--- config.mk ---
export PLATFORM = sky130hd
export DESIGN_NAME = jtag_cfg_loader_flat
export DESIGN_NICKNAME = d
export VERILOG_FILES = /design/src/rtl/jtag_cfg_loader_if.sv /design/src/rtl/jtag_cfg_loader.sv /design/src/flat_wrapper.sv
export SDC_FILE = /design/constraint.sdc
export NUM_CORES = 1
export LEC_CHECK = 0
export ABC_AREA = 1
export CORE_MARGIN = 1.5
export CORE_UTILIZATION = 53
export DETAILED_ROUTE_END_ITERATION = 7
export PLACE_DENSITY_LB_ADDON = 0.1
export SETUP_SLACK_MARGIN = 0.3
export SYNTH_ARGS = -nofsm -noshare
export SYNTH_HDL_FRONTEND = slang
export SYNTH_SLANG_ARGS = --single-unit
export TNS_END_PERCENT = 30
--- constraint.sdc ---
create_clock -name iTck -period 1.6 [get_ports iTck]
set_input_delay 0.32 -clock iTck [delete_from_list [all_inputs] [get_ports iTck]]
set_output_delay 0.32 -clock iTck [all_outputs]
set_load 0.005 [all_outputs]
--- src/rtl/jtag_cfg_loader_if.sv ---
// Byte channel from the JTAG config register into the loader, plus the
// coefficient write bus it drives toward the FIR coefficient register file.
interface jtag_cfg_loader_if #(
    parameter int DATA_W = 8,
    parameter int ADDR_W = 4
);
    logic              iByteValid;
    logic [DATA_W-1:0] iByte;
    logic              iDesync;
    logic              oCoefWrEn;
    logic [ADDR_W-1:0] oCoefAddr;
    logic [DATA_W-1:0] oCoefData;

    modport master (
        output iByteValid, iByte, iDesync,
        input  oCoefWrEn, oCoefAddr, oCoefData
    );

    modport slave (
        input  iByteValid, iByte, iDesync,
        output oCoefWrEn, oCoefAddr, oCoefData
    );
endinterface

--- src/rtl/jtag_cfg_loader.sv ---
// JTAG config byte-stream parser: sync hunt, then header/length/data frames
// turned into coefficient writes. Define CFG_CHECKSUM_EN for the trailing XOR check byte.
module jtag_cfg_loader #(
    parameter int               DATA_W    = 8,
    parameter int               NUM_TAPS  = 16,
    parameter int               ADDR_W    = 4,
    parameter logic [DATA_W-1:0] SYNC_WORD = 8'hF0
) (
    input  logic                 iTck,
    input  logic                 iTrst,
    jtag_cfg_loader_if.slave     bus,
    output logic                 oSynced,
    output logic                 oBusy,
    output logic                 oCfgDone,
    output logic                 oCfgErr,
    output logic [7:0]           oWordCnt
);

    typedef enum logic [2:0] {
        ST_HUNT   = 3'd0,
        ST_HEADER = 3'd1,
        ST_LEN    = 3'd2,
`ifdef CFG_CHECKSUM_EN
        ST_CHECK  = 3'd4,
`endif
        ST_DATA   = 3'd3
    } state_t;

    state_t            state_q, state_d;
    logic [ADDR_W-1:0] addr_q, addr_d;
    logic [7:0]        rem_q, rem_d;
    logic              wr_en_q, wr_en_d;
    logic [ADDR_W-1:0] wr_addr_q, wr_addr_d;
    logic [DATA_W-1:0] wr_data_q, wr_data_d;
    logic              synced_q, synced_d;
    logic              busy_q, busy_d;
    logic              done_q, done_d;
    logic              err_q, err_d;
    logic [7:0]        cnt_q, cnt_d;
`ifdef CFG_CHECKSUM_EN
    logic [DATA_W-1:0] csum_q, csum_d;
`endif

    function automatic logic [ADDR_W-1:0] hdr_addr(input logic [DATA_W-1:0] b);
        logic [31:0] raw;
        raw = 32'(b[ADDR_W-1:0]);
        raw = raw % 32'(NUM_TAPS);
        return raw[ADDR_W-1:0];
    endfunction

    function automatic logic [ADDR_W-1:0] next_addr(input logic [ADDR_W-1:0] a);
        logic [ADDR_W-1:0] r;
        if (32'(a) == 32'(NUM_TAPS - 1)) begin
            r = {ADDR_W{1'b0}};
        end else begin
            r = a + {{(ADDR_W-1){1'b0}}, 1'b1};
        end
        return r;
    endfunction

    function automatic logic [7:0] sat_inc(input logic [7:0] c);
        logic [7:0] r;
        if (c == 8'hFF) begin
            r = c;
        end else begin
            r = c + 8'd1;
        end
        return r;
    endfunction

    // Next-state and registered-output decode; desync overrides any byte in the same cycle.
    always_comb begin
        state_d   = state_q;
        addr_d    = addr_q;
        rem_d     = rem_q;
        wr_en_d   = 1'b0;
        wr_addr_d = wr_addr_q;
        wr_data_d = wr_data_q;
        synced_d  = synced_q;
        busy_d    = busy_q;
        done_d    = 1'b0;
        err_d     = err_q;
        cnt_d     = cnt_q;
`ifdef CFG_CHECKSUM_EN
        csum_d    = csum_q;
`endif
        if (bus.iDesync) begin
            state_d  = ST_HUNT;
            synced_d = 1'b0;
            busy_d   = 1'b0;
            rem_d    = 8'd0;
            if (state_q == ST_DATA) begin
                err_d = 1'b1;
            end else begin
                err_d = err_q;
            end
        end else if (bus.iByteValid) begin
            case (state_q)
                ST_HUNT: begin
                    if (bus.iByte == SYNC_WORD) begin
                        state_d  = ST_HEADER;
                        synced_d = 1'b1;
                        err_d    = 1'b0;
                        cnt_d    = 8'd0;
                    end else begin
                        state_d  = ST_HUNT;
                    end
                end
                ST_HEADER: begin
                    addr_d  = hdr_addr(bus.iByte);
                    busy_d  = 1'b1;
                    state_d = ST_LEN;
`ifdef CFG_CHECKSUM_EN
                    csum_d  = bus.iByte;
`endif
                end
                ST_LEN: begin
                    rem_d = 8'(bus.iByte);
`ifdef CFG_CHECKSUM_EN
                    csum_d = csum_q ^ bus.iByte;
`endif
                    if (bus.iByte == {DATA_W{1'b0}}) begin
`ifdef CFG_CHECKSUM_EN
                        state_d = ST_CHECK;
`else
                        done_d  = 1'b1;
                        busy_d  = 1'b0;
                        state_d = ST_HEADER;
`endif
                    end else begin
                        state_d = ST_DATA;
                    end
                end
                ST_DATA: begin
                    wr_en_d   = 1'b1;
                    wr_addr_d = addr_q;
                    wr_data_d = bus.iByte;
                    addr_d    = next_addr(addr_q);
                    rem_d     = rem_q - 8'd1;
                    cnt_d     = sat_inc(cnt_q);
`ifdef CFG_CHECKSUM_EN
                    csum_d    = csum_q ^ bus.iByte;
`endif
                    if (rem_q == 8'd1) begin
`ifdef CFG_CHECKSUM_EN
                        state_d = ST_CHECK;
`else
                        done_d  = 1'b1;
                        busy_d  = 1'b0;
                        state_d = ST_HEADER;
`endif
                    end else begin
                        state_d = ST_DATA;
                    end
                end
`ifdef CFG_CHECKSUM_EN
                // Writes already issued stand even when the check byte disagrees.
                ST_CHECK: begin
                    busy_d  = 1'b0;
                    state_d = ST_HEADER;
                    if (bus.iByte == csum_q) begin
                        done_d = 1'b1;
                    end else begin
                        err_d  = 1'b1;
                    end
                end
`endif
                default: begin
                    state_d = ST_HUNT;
                end
            endcase
        end else begin
            state_d = state_q;
        end
    end

    // State and output registers, cleared asynchronously by the TAP reset.
    always_ff @(posedge iTck or negedge iTrst) begin
        if (!iTrst) begin
            state_q   <= ST_HUNT;
            addr_q    <= {ADDR_W{1'b0}};
            rem_q     <= 8'd0;
            wr_en_q   <= 1'b0;
            wr_addr_q <= {ADDR_W{1'b0}};
            wr_data_q <= {DATA_W{1'b0}};
            synced_q  <= 1'b0;
            busy_q    <= 1'b0;
            done_q    <= 1'b0;
            err_q     <= 1'b0;
            cnt_q     <= 8'd0;
`ifdef CFG_CHECKSUM_EN
            csum_q    <= {DATA_W{1'b0}};
`endif
        end else begin
            state_q   <= state_d;
            addr_q    <= addr_d;
            rem_q     <= rem_d;
            wr_en_q   <= wr_en_d;
            wr_addr_q <= wr_addr_d;
            wr_data_q <= wr_data_d;
            synced_q  <= synced_d;
            busy_q    <= busy_d;
            done_q    <= done_d;
            err_q     <= err_d;
            cnt_q     <= cnt_d;
`ifdef CFG_CHECKSUM_EN
            csum_q    <= csum_d;
`endif
        end
    end

    assign bus.oCoefWrEn = wr_en_q;
    assign bus.oCoefAddr = wr_addr_q;
    assign bus.oCoefData = wr_data_q;
    assign oSynced       = synced_q;
    assign oBusy         = busy_q;
    assign oCfgDone      = done_q;
    assign oCfgErr       = err_q;
    assign oWordCnt      = cnt_q;

endmodule

--- src/flat_wrapper.sv ---
// flat-port wrapper written by rule: the top's interface ports become plain ports
module jtag_cfg_loader_flat 
#(
    parameter int               DATA_W    = 8,
    parameter int               NUM_TAPS  = 16,
    parameter int               ADDR_W    = 4,
    parameter logic [DATA_W-1:0] SYNC_WORD = 8'hF0
)
  (iTck, iTrst, oSynced, oBusy, oCfgDone, oCfgErr, oWordCnt, bus_iByteValid, bus_iByte, bus_iDesync, bus_oCoefWrEn, bus_oCoefAddr, bus_oCoefData);
  jtag_cfg_loader_if #(.DATA_W(DATA_W), .ADDR_W(ADDR_W)) bus_i ();
  input  logic iTck;
  input  logic iTrst;
  output logic oSynced;
  output logic oBusy;
  output logic oCfgDone;
  output logic oCfgErr;
  output logic [7:0] oWordCnt;
  input wire logic [$bits(bus_i.iByteValid)-1:0] bus_iByteValid;
  input wire logic [$bits(bus_i.iByte)-1:0] bus_iByte;
  input wire logic [$bits(bus_i.iDesync)-1:0] bus_iDesync;
  output wire logic [$bits(bus_i.oCoefWrEn)-1:0] bus_oCoefWrEn;
  output wire logic [$bits(bus_i.oCoefAddr)-1:0] bus_oCoefAddr;
  output wire logic [$bits(bus_i.oCoefData)-1:0] bus_oCoefData;
  assign bus_i.iByteValid = bus_iByteValid;
  assign bus_i.iByte = bus_iByte;
  assign bus_i.iDesync = bus_iDesync;
  assign bus_oCoefWrEn = bus_i.oCoefWrEn;
  assign bus_oCoefAddr = bus_i.oCoefAddr;
  assign bus_oCoefData = bus_i.oCoefData;
  jtag_cfg_loader #(.DATA_W(DATA_W), .NUM_TAPS(NUM_TAPS), .ADDR_W(ADDR_W), .SYNC_WORD(SYNC_WORD)) u_core (.iTck(iTck), .iTrst(iTrst), .bus(bus_i), .oSynced(oSynced), .oBusy(oBusy), .oCfgDone(oCfgDone), .oCfgErr(oCfgErr), .oWordCnt(oWordCnt));
endmodule
==> out/summary.md <==
The flow ran to the end, and the final reports show no timing, DRC or antenna violations. After global routing the overflow that remains totals 0. Synthesis produced a netlist with a net count of 316.

The count of vias placed by the detailed router is 2454, and the maximum operating frequency is 0.651 GHz. In the final timing run, aggregate negative setup slack is 0 ns. Clock tree synthesis found a total of 39 sinks. Slowest cell on the critical path: sky130_fd_sc_hd__dfrtp_1. The most used cell along the critical path was sky130_fd_sc_hd__nor2_1. For the global placer's final weighted congestion, the log shows 0.856.

In the post-synthesis netlist, the biggest area contributors are sky130_fd_sc_hd__dfrtp_1 43%, sky130_fd_sc_hd__nand2_1 14%, sky130_fd_sc_hd__inv_1 6.1%, sky130_fd_sc_hd__nand3_1 5.5%, sky130_fd_sc_hd__ha_1 4.4%. Synthesis inferred 39 register bits. The first global-routing pass estimated 10200 um of wire. Tracing the worst setup path back leads to its startpoint at u_core.state_q[0]$_DFFE_PN0N_.

The largest single stage delay on the critical path is 0.40 ns. A synthesized cell averages 7.72 um2. Power spread over the standard cell area amounts to 585 mW/mm2.

The post-layout net count was 398. The starting utilization of the core area was 56.3%; the leakage dissipation was 1.73 nW. Global routing used 30.0% of the available tracks across all layers. Setup repair after global routing could not meet its margin everywhere. The initial antenna violation count came out at 0. The logs give 0.0630 ns for the post-route worst setup slack and 5 for the number of CTS-inserted buffers.

The design draws 0.00200 W. The kind of launch point of the worst setup path was a flop. The cell at the root of the clock tree is sky130_fd_sc_hd__clkbuf_8. The end point of the critical path is u_core.addr_q[2]$_DFFE_PN0P_. The post-route DRC violation count was 0; the post-place instance area was 0.00280 mm2. After legalization and detailed placement, the total HPWL measured 3980 um. The final worst-path cycle share is 96.1%. OpenSTA, run right after detailed placement, puts the worst setup slack at -0.184 ns.

The synthesized netlist occupies a cell area of 0.00228 mm2. The number of failing hold endpoints at the final stage is 0, and the number of global-route vias before repair is 2213. TritonCTS built the clock tree. The tools report the number of max-slew violations in the final report as 0. For the non-filler instance count after layout, the log shows 429.

At the pin with the least slew margin, the transition time is 0.482 ns. The largest driver fanout on the critical path came out at 6. The wire length per cell was 17.5 um.

Compared with the post-synthesis result, the final layout area differs by 49.5%. Pin placement for this block handled 37 I/O pins. The clock latency on the worst-skew pair was 0.30 ns. Summed over all layers, the routed wires come to 7510 um. IR analysis of the VDD net gives a maximum drop of 0.000347 V. Data on the critical path arrives at its endpoint at 1.75 ns. The number of antenna diodes in the final layout is 0. Counting along the longest clock path gives a buffer depth of 2.

The pin count of the biggest net entering global routing is 23, and the horizontal extent of the die is 68.7 um. Biggest area consumer among synthesized cells: sky130_fd_sc_hd__dfrtp_1. The run gives 395 as the number of placed instances with taps included. After the first detailed-routing iteration, the DRC count stood at 227. The fraction of final layout cells with drive strength greater than 1 is 31.9%. The tools report the startpoint of the most critical register-to-register path as u_core.state_q[0]$_DFFE_PN0N_. Measured against its own limit, the worst slew margin works out to 67.9%.

The pre-antenna-repair detailed-routing pass consisted of 5 iterations. Measured in cells, the most critical reg-to-reg path has a length of 7. Counting distinct cell types in the post-synthesis netlist gives 29.

Synthesis produced 296 cells. Once detail routing completed, the nets flagged for antenna violations numbered 0. The run gives 2 as the number of levels the H-tree was split into. Clock skew on the completed layout was measured at 0.00601 ns. The logs give 0 for the max-cap check violation count and 0.00341 mm2 for the final instance area.

Row generation in the floorplan step produced 23 rows. Kind of end point of the critical path: a flop. In this run the standard cell core region covers 0.00406 mm2. The floorplan step defined a die boundary enclosing 0.00471 mm2.

The warning count from the yosys run is 0, and the fraction of synthesized cell area taken by the top area cell type is 42.7%. Of the synthesized area, sequential elements account for 42.7%. At the worst endpoint, the required time is 1.82 ns. Setup violations remaining at the end of the flow were counted as 0. Counting I/O delays and the setup requirement, the final critical path takes 1.54 ns. After clock tree synthesis, the clock-pin slew on the worst setup and hold paths is 0.08 ns.

In this run the register-to-register setup slack is 0.06 ns. Walking the worst path, the cells encountered are buf_6 -> ha_4 -> o21ai_2 -> inv_1 -> a21oi_1 -> nor2_1 -> nor2_1. The count of buffers added on input and output ports is 36.

The endpoint identified for the worst register-to-register timing path is u_core.addr_q[2]$_DFFE_PN0P_. The tightest min-delay check is of the flop to flop type. By startpoint and endpoint, the worst setup path is classified as flop to flop. Vertical extent of the die: 68.7 um.

The vias per cell was 5.72.
flip-flops by register name, indices dropped and copies added, names as in the netlist:
name and cells:
u_core.rem_q 8, u_core.oCfgErr 1, u_core.bus.oCoefWrEn 1, u_core.bus.oCoefData 8, u_core.oWordCnt 8, u_core.addr_q 4
u_core.state_q 2, u_core.oBusy 1, u_core.oSynced 1, u_core.oCfgDone 1, u_core.bus.oCoefAddr 4
cells in the final DEF (no fill, tap or decap), types with 5 or more instances in the layout:
master                            netlist  layout
sky130_fd_sc_hd__nand3_1               25      22
sky130_fd_sc_hd__buf_4                  1      27
sky130_fd_sc_hd__clkdlybuf4s50_1        0      16
sky130_fd_sc_hd__nand4_1                5       5
sky130_fd_sc_hd__nand2_2                2      12
sky130_fd_sc_hd__buf_6                  2       9
sky130_fd_sc_hd__nand2_1               83      72
sky130_fd_sc_hd__nor2_1                24      19
sky130_fd_sc_hd__o21ai_0               13       8
sky130_fd_sc_hd__inv_2                  4       5
sky130_fd_sc_hd__a21oi_1               10       6
sky130_fd_sc_hd__dlygate4sd2_1          0      12
sky130_fd_sc_hd__o21ai_1               10      12
sky130_fd_sc_hd__inv_1                 37      31
sky130_fd_sc_hd__dlymetal6s2s_1         0       6
sky130_fd_sc_hd__nor2_4                 4       8
sky130_fd_sc_hd__o21ai_2                9      10
sky130_fd_sc_hd__dfrtp_1               39      35
sky130_fd_sc_hd__clkbuf_8               0       7
cell type report:
cell class / instances / area (um2)
inverters: 41 / 174
flip-flops and latches: 39 / 981
repair buffers: 78 / 767
well taps: 50 / 62.6
repair inverters: 2 / 15.0
clock buffers: 8 / 100
multi-input cells: 211 / 1320
fillers: 240 / 643
power by group:
part	internal [W]	switching, W	total, W	leakage [nW]
logic	0.000106	0.000118	0.000224	1.15
clock network	0.000394	0.000354	0.000748	0.0515
registers	0.00101	0.0000171	0.00103	0.526
logic make-up (layout without fill, tap and decap cells):
kind of cell	count (synthesis)	count (layout)	share of synthesized area, %
buf+inv	47	129	9.36
fa+ha+maj	8	8	4.38
flops	39	39	42.7
xor+xnor	3	3	1.15
compound gates	50	50	13.1
simple gates	149	150	29.3
synthesized netlist by cell type (all sizes together):
library cell  instances
nand4                 5
o22ai                 2
nand3                27
dfrtp                39
or2                   2
inv                  41
nand2                85
ha                    8
buf                   6
a31oi                 2
o31ai                 1
nand3b                1
o211ai                1
o21ai                32
o21bai                2
a21oi                10
nor2                 29
xor2                  3
how the worst min path moves through the flow:
stage / from / end / slack [ns] / cells after the start
floorplan: iTrst / u_core.addr_q[0]$_DFFE_PN0P_ / 0.02 / 0
global placement: iTrst / u_core.rem_q[5]$_DFFE_PN0P_ / 0.30 / 1
detailed placement: iTrst / u_core.rem_q[5]$_DFFE_PN0P_ / 0.30 / 1
finish: u_core.bus.oCoefData[1]$_DFFE_PN0P_ / u_core.bus.oCoefData[1]$_DFFE_PN0P_ / 0.48 / 2
CTS: bus_iByte[7] / u_core.bus.oCoefData[7]$_DFFE_PN0P_ / 0.48 / 3
global route: u_core.bus.oCoefAddr[1]$_DFFE_PN0P_ / u_core.bus.oCoefAddr[1]$_DFFE_PN0P_ / 0.51 / 2
metrics by stage:
| step | hold WS (ns) | util (%) |
|---|---|---|
| final | 0.476 | 84.2 |
| after global routing | 0.506 | 84.2 |
| after CTS | 0.481 | 79.5 |
| after detailed placement | 0.302 | 69.0 |
| after global placement | 0.300 | 69.0 |
| after floorplan | 0.0244 | - |
worst max-delay path: cells and delay by family (launching register included):
kind | cells | cell delay, ns
compound gates | 2 | 0.38
buf+inv | 2 | 0.29
flops | 1 | 0.40
simple gates | 2 | 0.19
fa+ha+maj | 1 | 0.20
repair_timing:
action / CTS / global route
endpoints found under the setup margin: 62 / 59
hold endpoints to repair: 18 / 0
gates resized for setup: 63 / 47
hold buffers: 1 / 0
pin swaps: 11 / 9
buffers inserted: 17 / 4
cloned: 2 / 2
layer usage:
layer  track usage, %  wire, um
met3             6.17       615
met5                0         0
met2             53.6      3860
met1             35.0      2760
met4             11.5       272
(Power assumes the default switching activity.)
